<file path="src/rtl/cam_pkg.sv">
// Shared constants and types for the parameterised CAM.
package cam_pkg;

    localparam int CAM_DEFAULT_DATA_W = 32;
    localparam int CAM_DEFAULT_DEPTH  = 32;

    // One bit per entry, set where that entry matches the search key.
    typedef logic [CAM_DEFAULT_DEPTH-1:0] cam_match_t;

endpackage

</file>
<file path="src/rtl/cam_prio_enc.sv">
// Lowest-index priority encoder over the CAM match vector, with hit and multi-hit flags.
module cam_prio_enc #(
    parameter  int DEPTH = 32,
    localparam int IDX_W = $clog2(DEPTH)
) (
    input  logic [DEPTH-1:0] match,
    output logic [IDX_W-1:0] index,
    output logic             hit,
    output logic             multi
);

    always_comb begin
        index = '0;
        for (int i = DEPTH - 1; i >= 0; i--) begin
            if (match[i]) index = i[IDX_W-1:0];
        end
    end

    assign hit   = |match;
    // Clearing the lowest set bit leaves something only if two or more were set.
    assign multi = |(match & (match - 1'b1));

endmodule

</file>
<file path="src/rtl/param_cam.sv">
// Parameterised CAM with read/write/delete/search ports and a valid-entry count.
// Optional CAM_TERNARY_EN adds search_mask_i (1 = key bit is don't-care).
module param_cam
    import cam_pkg::*;
#(
    parameter  int DATA_W = CAM_DEFAULT_DATA_W,
    parameter  int DEPTH  = CAM_DEFAULT_DEPTH,
    localparam int IDX_W  = $clog2(DEPTH)
) (
    input  logic              clk_i,
    input  logic              rst_ni,
    input  logic              read_enable_i,
    input  logic [IDX_W-1:0]  read_index_i,
    input  logic              write_enable_i,
    input  logic [IDX_W-1:0]  write_index_i,
    input  logic [DATA_W-1:0] write_data_i,
    input  logic              delete_enable_i,
    input  logic [IDX_W-1:0]  delete_index_i,
    input  logic              search_enable_i,
    input  logic [DATA_W-1:0] search_data_i,
`ifdef CAM_TERNARY_EN
    input  logic [DATA_W-1:0] search_mask_i,
`endif
    output logic              read_valid_o,
    output logic [DATA_W-1:0] read_value_o,
    output logic              search_valid_o,
    output logic [IDX_W-1:0]  search_index_o,
    output logic              search_multi_o,
    output logic [IDX_W:0]    count_o,
    output logic              full_o,
    output logic              empty_o
);

    if (DEPTH < 2 || (DEPTH & (DEPTH - 1)) != 0) begin : g_bad_depth
        $error("param_cam: DEPTH must be a power of two and at least 2");
    end

    logic [DATA_W-1:0] mem [DEPTH];
    logic [DEPTH-1:0]  valid_q, valid_d;
    logic [IDX_W:0]    count_q, count_d;
    logic [DEPTH-1:0]  match;
    logic [DATA_W-1:0] care_mask;
    logic [IDX_W-1:0]  enc_index;
    logic              enc_hit, enc_multi;
    logic              inc, dec;

`ifdef CAM_TERNARY_EN
    assign care_mask = ~search_mask_i;
`else
    assign care_mask = '1;
`endif

    // Matching uses pre-update contents, so same-cycle writes are invisible to search.
    always_comb begin
        match = '0;
        for (int i = 0; i < DEPTH; i++) begin
            match[i] = valid_q[i] && (((mem[i] ^ search_data_i) & care_mask) == '0);
        end
    end

    cam_prio_enc #(.DEPTH(DEPTH)) u_prio_enc (
        .match (match),
        .index (enc_index),
        .hit   (enc_hit),
        .multi (enc_multi)
    );

    // Write beats delete on the same index, so the delete is suppressed there.
    always_comb begin
        inc     = write_enable_i && !valid_q[write_index_i];
        dec     = delete_enable_i && valid_q[delete_index_i] &&
                  !(write_enable_i && (write_index_i == delete_index_i));
        valid_d = valid_q;
        if (delete_enable_i) valid_d[delete_index_i] = 1'b0;
        if (write_enable_i)  valid_d[write_index_i]  = 1'b1;
        case ({inc, dec})
            2'b10:   count_d = count_q + 1'b1;
            2'b01:   count_d = count_q - 1'b1;
            default: count_d = count_q;
        endcase
    end

    always_ff @(posedge clk_i or negedge rst_ni) begin
        if (!rst_ni) begin
            valid_q        <= '0;
            count_q        <= '0;
            read_valid_o   <= 1'b0;
            read_value_o   <= '0;
            search_valid_o <= 1'b0;
            search_index_o <= '0;
            search_multi_o <= 1'b0;
        end else begin
            valid_q        <= valid_d;
            count_q        <= count_d;
            read_valid_o   <= read_enable_i && valid_q[read_index_i];
            read_value_o   <= (read_enable_i && valid_q[read_index_i]) ? mem[read_index_i] : '0;
            search_valid_o <= search_enable_i && enc_hit;
            search_index_o <= (search_enable_i && enc_hit) ? enc_index : '0;
            search_multi_o <= search_enable_i && enc_multi;
        end
    end

    // Entry data is not reset; the valid bits alone qualify it.
    always_ff @(posedge clk_i) begin
        if (write_enable_i) mem[write_index_i] <= write_data_i;
    end

    assign count_o = count_q;
    assign full_o  = (count_q == (IDX_W + 1)'(DEPTH));
    assign empty_o = (count_q == '0);

endmodule

</file>
<file path="config.mk">
export PLATFORM = sky130hd
export DESIGN_NAME = param_cam
export DESIGN_NICKNAME = d
export VERILOG_FILES = /design/src/rtl/cam_pkg.sv /design/src/rtl/cam_prio_enc.sv /design/src/rtl/param_cam.sv
export SDC_FILE = /design/constraint.sdc
export NUM_CORES = 2
export LEC_CHECK = 0
export BUFFER_PORTS_ARGS = -buffer_cell sky130_fd_sc_hd__buf_2
export CAP_MARGIN = 10
export CORE_ASPECT_RATIO = 1.2
export CORE_MARGIN = 2
export CORE_UTILIZATION = 45
export CTS_CLUSTER_SIZE = 20
export DETAILED_ROUTE_END_ITERATION = 8
export PLACE_DENSITY = 0.63
export SETUP_SLACK_MARGIN = 0.3
export SLEW_MARGIN = 20
export SYNTH_ARGS = -nofsm -noshare
export SYNTH_HDL_FRONTEND = slang
export SYNTH_SLANG_ARGS = --single-unit
export TNS_END_PERCENT = 5
</file>
<file path="constraint.sdc">
create_clock -name clk_i -period 7.95 [get_ports clk_i]
set_clock_uncertainty 0.2 [all_clocks]
set_input_delay 0.795 -clock clk_i [delete_from_list [all_inputs] [get_ports clk_i]]
set_output_delay 0.795 -clock clk_i [all_outputs]
set_load 0.02 [all_outputs]
</file>
# ---- Word level (Yosys, flattened, before mapping)
# Memories as Yosys holds them, arrays and structs flattened.
# Cells that the tools add are included.
dict set report word_totals {
  ff_bits 78
  ram_bits 1024
  output_inout_bits 48
  wordCells 184
  n_memories 1
}
# memory depth word_bits read_ports rd_clocked_by_memory_dff write_ports line_no
set mem_list {}
lappend mem_list {mem 32 32 33 0 1 param_cam.sv:38} ;# logic [DATA_W-1:0] mem [DEPTH];
dict set report classes {
  add_sub_neg 3
  order_cmp 5
  n_eq_ne 4
  mux 49
  bitwise_logic 36
  n_reduce_logical 79
}
# cell count
set op_table {}
lappend op_table {{zero test 32 bit} 32}
lappend op_table {{bitwise XOR 32 bit} 32}
lappend op_table {{2-to-1 mux 5 bit} 33}
lappend op_table {{2-to-1 mux 32 bit} 3}
lappend op_table {{AND 32 bit} 2}
lappend op_table {{OR reduction 32 bit} 2}
lappend op_table {{logical AND 1 bit} 41}
lappend op_table {{NOT 32 bit} 1}
lappend op_table {{bitwise OR 32 bit} 1}
lappend op_table {{subtractor 32 x 1 -> 32 bit (second input constant)} 1}
lappend op_table {{< comparator 5 x 6 -> 1 bit (second input constant)} 3}
lappend op_table {{binary-select mux 1 bit (select 5 bit)} 3}
lappend op_table {{case mux 6 bit (2 select lines)} 1}
lappend op_table {{demux 1 bit (select 5 bit)} 2}
lappend op_table {{greater-or-equal comparator 5 x 1 -> 1 bit (second input constant)} 2}
lappend op_table {{2-to-1 mux 1 bit} 7}
lappend op_table {{adder 6 x 1 -> 6 bit (second input constant)} 1}
lappend op_table {{== test 6 bit (second input constant)} 1}
lappend op_table {{zero test 6 bit} 1}
lappend op_table {{subtractor 6 x 1 -> 6 bit (second input constant)} 1}
lappend op_table {{== test 5 bit} 1}
lappend op_table {{== test 2 x 1 -> 1 bit (second input constant)} 1}
lappend op_table {{== test 2 bit (second input constant)} 1}
lappend op_table {{zero test 1 bit} 2}
lappend op_table {{nonzero test 2 bit} 1}

# ---- Logic depth before layout (Yosys ltp)
# An unclocked memory read counts as a cell.
dict set report depth {
  ltp_word 37
  mapped_depth 15
  mapped_depth_nobuf 14
}

# ---- Modules after synthesis
# A second synthesis with hierarchy kept.
dict set report unflattened {
  cells_unflattened 3447
  hier_area_um2 54902.7
}
# mod n_inst cells_per_inst area_per_inst_um2
set modules_own_cells {}
lappend modules_own_cells {param_cam 1 3331 54213.2}
lappend modules_own_cells {cam_prio_enc 1 116 689.4}

# ---- Worst setup path after synthesis
# OpenSTA, ideal clock, no wires.
dict set report synth_timing {
  kind {input -> register}
  start {input write_index_i[0]}
  end {register count_q[5] (netlist: count_o[5])}
  setup_ns 0.132
  t_arrival_ns 3.879
  required_ns 7.618
  slack_ns 3.739
  cell_stages 14
  path_buffers 1
  cell_sequence {clkbuf_1 > mux4_2 > mux4_2 > a21oi_1 > nand4_1 > ha_1 > ha_1 > a21o_1 > a21oi_1 > o21bai_1 > a21oi_1 > xnor2_1 > nor2_1 > xor2_1}
}
dict set report synth_between {
  elab_chain_cells 6
  word_cells_on_any_way 12
  classes_between {eq/ne (3); mux (3); reduce/logical (6)}
}
# element line_no
set synth_rtl {}
lappend synth_rtl {{from (decl)} param_cam.sv:15} ;# input logic [IDX_W-1:0] write_index_i,
lappend synth_rtl {{binary-select mux 1 bit (select 5 bit) / == test 5 bit (equally long branches)} {param_cam.sv:70, param_cam.sv:72}}
lappend synth_rtl {{2-to-1 mux 1 bit (implied by the code) / logical AND 1 bit (equally long branches)} {param_cam.sv:70, param_cam.sv:72}}
lappend synth_rtl {{zero test 1 bit, on equally long branches} {param_cam.sv:70, param_cam.sv:72}}
lappend synth_rtl {{logical AND 1 bit, on equally long branches} {param_cam.sv:70, param_cam.sv:71}}
lappend synth_rtl {{== test 2 x 1 -> 1 bit / == test 2 bit (equally long branches)} param_cam.sv:76} ;# case ({inc, dec})
lappend synth_rtl {{case mux 6 bit (2 select lines) / nonzero test 2 bit (equally long branches)} --}
lappend synth_rtl {{to (signal assigned)} param_cam.sv:94} ;# count_q <= count_d;
lappend synth_rtl {{to (decl)} param_cam.sv:40} ;# logic [IDX_W:0] count_q, count_d;
# Several ways; a longest one is shown, not always the timed one. The select of a mux whose other input is x is not followed.
# A chain may end at the register's enable or synchronous reset.

# ---- Worst setup path after layout
dict set report layout_timing {
  start {input search_data_i[12]}
  end {register search_multi_o}
}
dict set report layout_between {
  elab_chain_cells 7
  word_cells_on_any_way 100
  classes_between {add/sub (1); bitwise (33); reduce/logical (66)}
}
# element line_no
set layout_rtl {}
lappend layout_rtl {{from (decl)} param_cam.sv:20} ;# input logic [DATA_W-1:0] search_data_i,
lappend layout_rtl {{bitwise XOR 32 bit} param_cam.sv:57} ;# match[i] = valid_q[i] && (((mem[i] ^ search_data_i) & care_mask) == '0);
lappend layout_rtl {{zero test 32 bit} param_cam.sv:57}
lappend layout_rtl {{logical AND 1 bit} param_cam.sv:57}
lappend layout_rtl {{subtractor 32 x 1 -> 32 bit} cam_prio_enc.sv:21} ;# assign multi = |(match & (match - 1'b1));
lappend layout_rtl {{AND 32 bit (*)} cam_prio_enc.sv:21}
lappend layout_rtl {{OR reduction 32 bit (*)} cam_prio_enc.sv:21}
lappend layout_rtl {{logical AND 1 bit (*)} param_cam.sv:99} ;# search_multi_o <= search_enable_i && enc_multi;
lappend layout_rtl {{to (signal assigned)} param_cam.sv:99}
lappend layout_rtl {{to (decl)} param_cam.sv:28} ;# output logic search_multi_o,
# Every way passes the cells marked *; elsewhere a longest branch is shown, timed or not.

==> impl_metrics.tcl <==
set metrics [dict create \
    finalHoldViolations 0 \
    clockPowerShare_pct 39.9 \
    io_buffers 132 \
    drv_cap 0 \
    ys_seq_area_share_pct 59.08 \
    reg2reg_from "valid_q[23]" \
    synth_seq_cells 1102 \
    cts_resized 0 \
    multiInputGateArea_um2 21390 \
    finalSetupTns_ns 0 \
    drt_iter0_drc 6681 \
    die_area_um2 125800 \
    grt_pass1_vias 34180 \
    drv_slew 0 \
    rows 140 \
    final_nets 3672 \
    htreeDepth 3 \
    routed_via_density 6.727 \
    cts.sinks 1102 \
    yosysUniqueCellTypes 64 \
    period_needed_ns 4.467 \
    slew_headroom_pct 19.32 \
    die_y_um 388.2 \
    async_flop_share_pct 7.078 \
    r2r_end "count_o[5]" \
    synthMostInstantiatedCell "edfxtp_1" \
    synth_edf_count 1024 \
    drive_gt1_share_pct 21.64 \
    r2r_slack_ns 4.06 \
    r2r.worst_path.cells 13 \
    die_w_um 324.2 \
    synth.top_cells.by_count "edfxtp_1, xnor2_1, xor2_1" \
    crit_end "search_multi_o" \
    synthesis.area_um2 55360 \
    cp.arrival_ns 4.86 \
    grt.total_usage_pct 35.97 \
    drc_errors 0 \
    vias 35820 \
    critPathKind "in2reg" \
    ir_drop_mv 0.1765 \
    grt_max_degree 95 \
    cts_hold_buf 0 \
    initial_core_util_pct 45.47 \
    grt_remaining_overflow 0 \
    postRouteAntennaNets 0 \
    clk_pin_slew_ns 0.06 \
    hold_start "search_enable_i" \
    p_sw_uw 3704 \
    regArea_um2 32700 \
    setup_viol 0 \
    final.fill_count 10050 \
    max_freq_mhz 223.9 \
    yosysTopAreaCellShare_pct 55.55 \
    synth_top_area_cell "edfxtp_1" \
    synth-main-ff-cell "edfxtp_1" \
    crit_slowest_cell "buf_2" \
    slowest_delay_ns 0.73 \
    swShare_pct 26.57 \
    first_pass_iters 8 \
    synthTopCellsByArea "edfxtp_1, mux4_2, xnor2_1, xor2_1, dfrtp_1" \
    startpoint "search_data_i[12]" \
    wl_per_cell_um 42.62 \
    place_hpwl_um 163500 \
    tightest_slew_ns 1.210 \
    numCtsBuffers 113 \
    power_frac_seq_pct 47.9 \
    grt_pass1_wl_um 301500 \
    cts_tree "done" \
    cp-start-kind "input port" \
    antenna_found_initial 31 \
    ys_warn_count 0 \
    cts_max_path_buffers 3 \
    insertion_delay_ns 0.74 \
    area_delta_synth_final_pct 11.45 \
    place.gp.congestion 1.042 \
    p_leak_uw 0.01992 \
    hp-class "in2reg" \
    end_kind "flip-flop" \
    cts_setup_buffers 0 \
    crit_chain "buf_2, buf_4, xor2_1, nor4_1, and3_1, nand3_1, nand4_1, nor4_2, and2_1, a21oi_1, o21ai_0, a41oi_1" \
    synth_nets 3552 \
    core_area_um2 121700 \
    power_frac_comb_pct 12.2 \
    wl_um 227000 \
    internal-power_uw 10240 \
    cp.required_ns 8.34 \
    power_density_nw_per_um2 226.0 \
    rsz0062_at_grt "no" \
    clockRootBuffer "clkbuf_16" \
    avgSynthCellArea_um2 15.99 \
    synth_cells 3461 \
    status "finished, final reports clean" \
    period_share_pct 56.18 \
    cp_max_fo 17 \
    io_pins 133 \
    finalPower_uw 13940 \
]
[layout make-up]
class | instances | area share, %
flip-flops and latches | 1102 | 53.01
multi-input cells | 2100 | 34.68
clock buffers | 149 | 5.085
well taps | 1633 | 3.312
repair buffers | 233 | 2.622
clock inverters | 64 | 1.055
inverters | 31 | 0.1886
diodes | 13 | 0.05273
[routing by layer]
layer  global-route usage (%)  up-vias  wire [um]
met5                        0        -        184
met4                    20.46       26      16030
met3                    8.273      606      29710
met2                    53.78     3077     100700
met1                    48.37    18560      80290
li1                         -    13560          -
[kinds of logic (layout without fill, tap and decap cells)]
logic type                 Yosys count  in the layout  share of synthesized area [%]
AOI/OAI and AO/OA                  133            133                          1.415
xor gates and xnor gates          1027           1027                          16.26
adders and majority gates            9              9                         0.2034
buffers and inverters              259            477                          2.712
DFF                               1102           1102                          59.08
muxes                              381            381                          14.73
other                                0             13                              0
and+or+nand+nor                    550            550                          5.596
[through the flow]
step,instances,setup slack [ns],utilization (%),cell area (um2),hold slack [ns]
after floorplan,3461,3.739,-,55360,0.2994
after global placement,5091,2.864,47.40,57700,0.3085
after detailed placement,5098,2.852,47.53,57860,0.3381
after CTS,5311,3.641,50.64,61650,0.07520
after global routing,5315,3.447,50.65,61670,0.1889
final,5325,3.483,50.67,61690,0.1876
[power groups by stage]
stage / Clock [uW] / Sequential [uW] / Combinational (uW)
final: 5560 / 6680 / 1700
after global routing: 5770 / 6680 / 1720
after CTS: 5550 / 6660 / 1650
after detailed placement: 0 / 6780 / 1640
after global placement: 0 / 6780 / 1640
after floorplan: 0 / 6720 / 893
[how the worst min path moves through the flow]
stage,to,slack [ns],cells past startpoint
finish,search_index_o[4],0.19,3
floorplan,count_o[0],0.30,0
detailed placement,count_o[5],0.34,1
global placement,count_o[5],0.31,1
global route,search_index_o[4],0.19,3
CTS,valid_q[19],0.08,1
[sequential cells by signal (all words and copies together) (netlist names)]
register and count:
mem 1024, read_valid_o 1, search_valid_o 1, count_o 6, search_multi_o 1, read_value_o 32, valid_q 32, search_index_o 5
[cell usage in the layout (no fill, tap or decap), drive strengths merged, types with 44 or more instances in the layout]
| cell | n |
|---|---|
| clkbuf | 149 |
| nand4 | 141 |
| xor2 | 466 |
| nand3 | 69 |
| o21ai | 82 |
| mux4 | 347 |
| edfxtp | 1024 |
| buf | 232 |
| nor4 | 128 |
| nor2 | 79 |
| dfrtp | 78 |
| xnor2 | 561 |
| clkinv | 44 |
[worst max-delay path: cells and delay by family]
| family | cells | cell delay [ns] |
|---|---|---|
| xor gates and xnor gates | 1 | 0.32 |
| and+or+nand+nor | 6 | 1.99 |
| AOI/OAI and AO/OA | 3 | 0.49 |
| buffers and inverters | 2 | 1.21 |
Note: power is estimated with default switching activity, not from simulation.
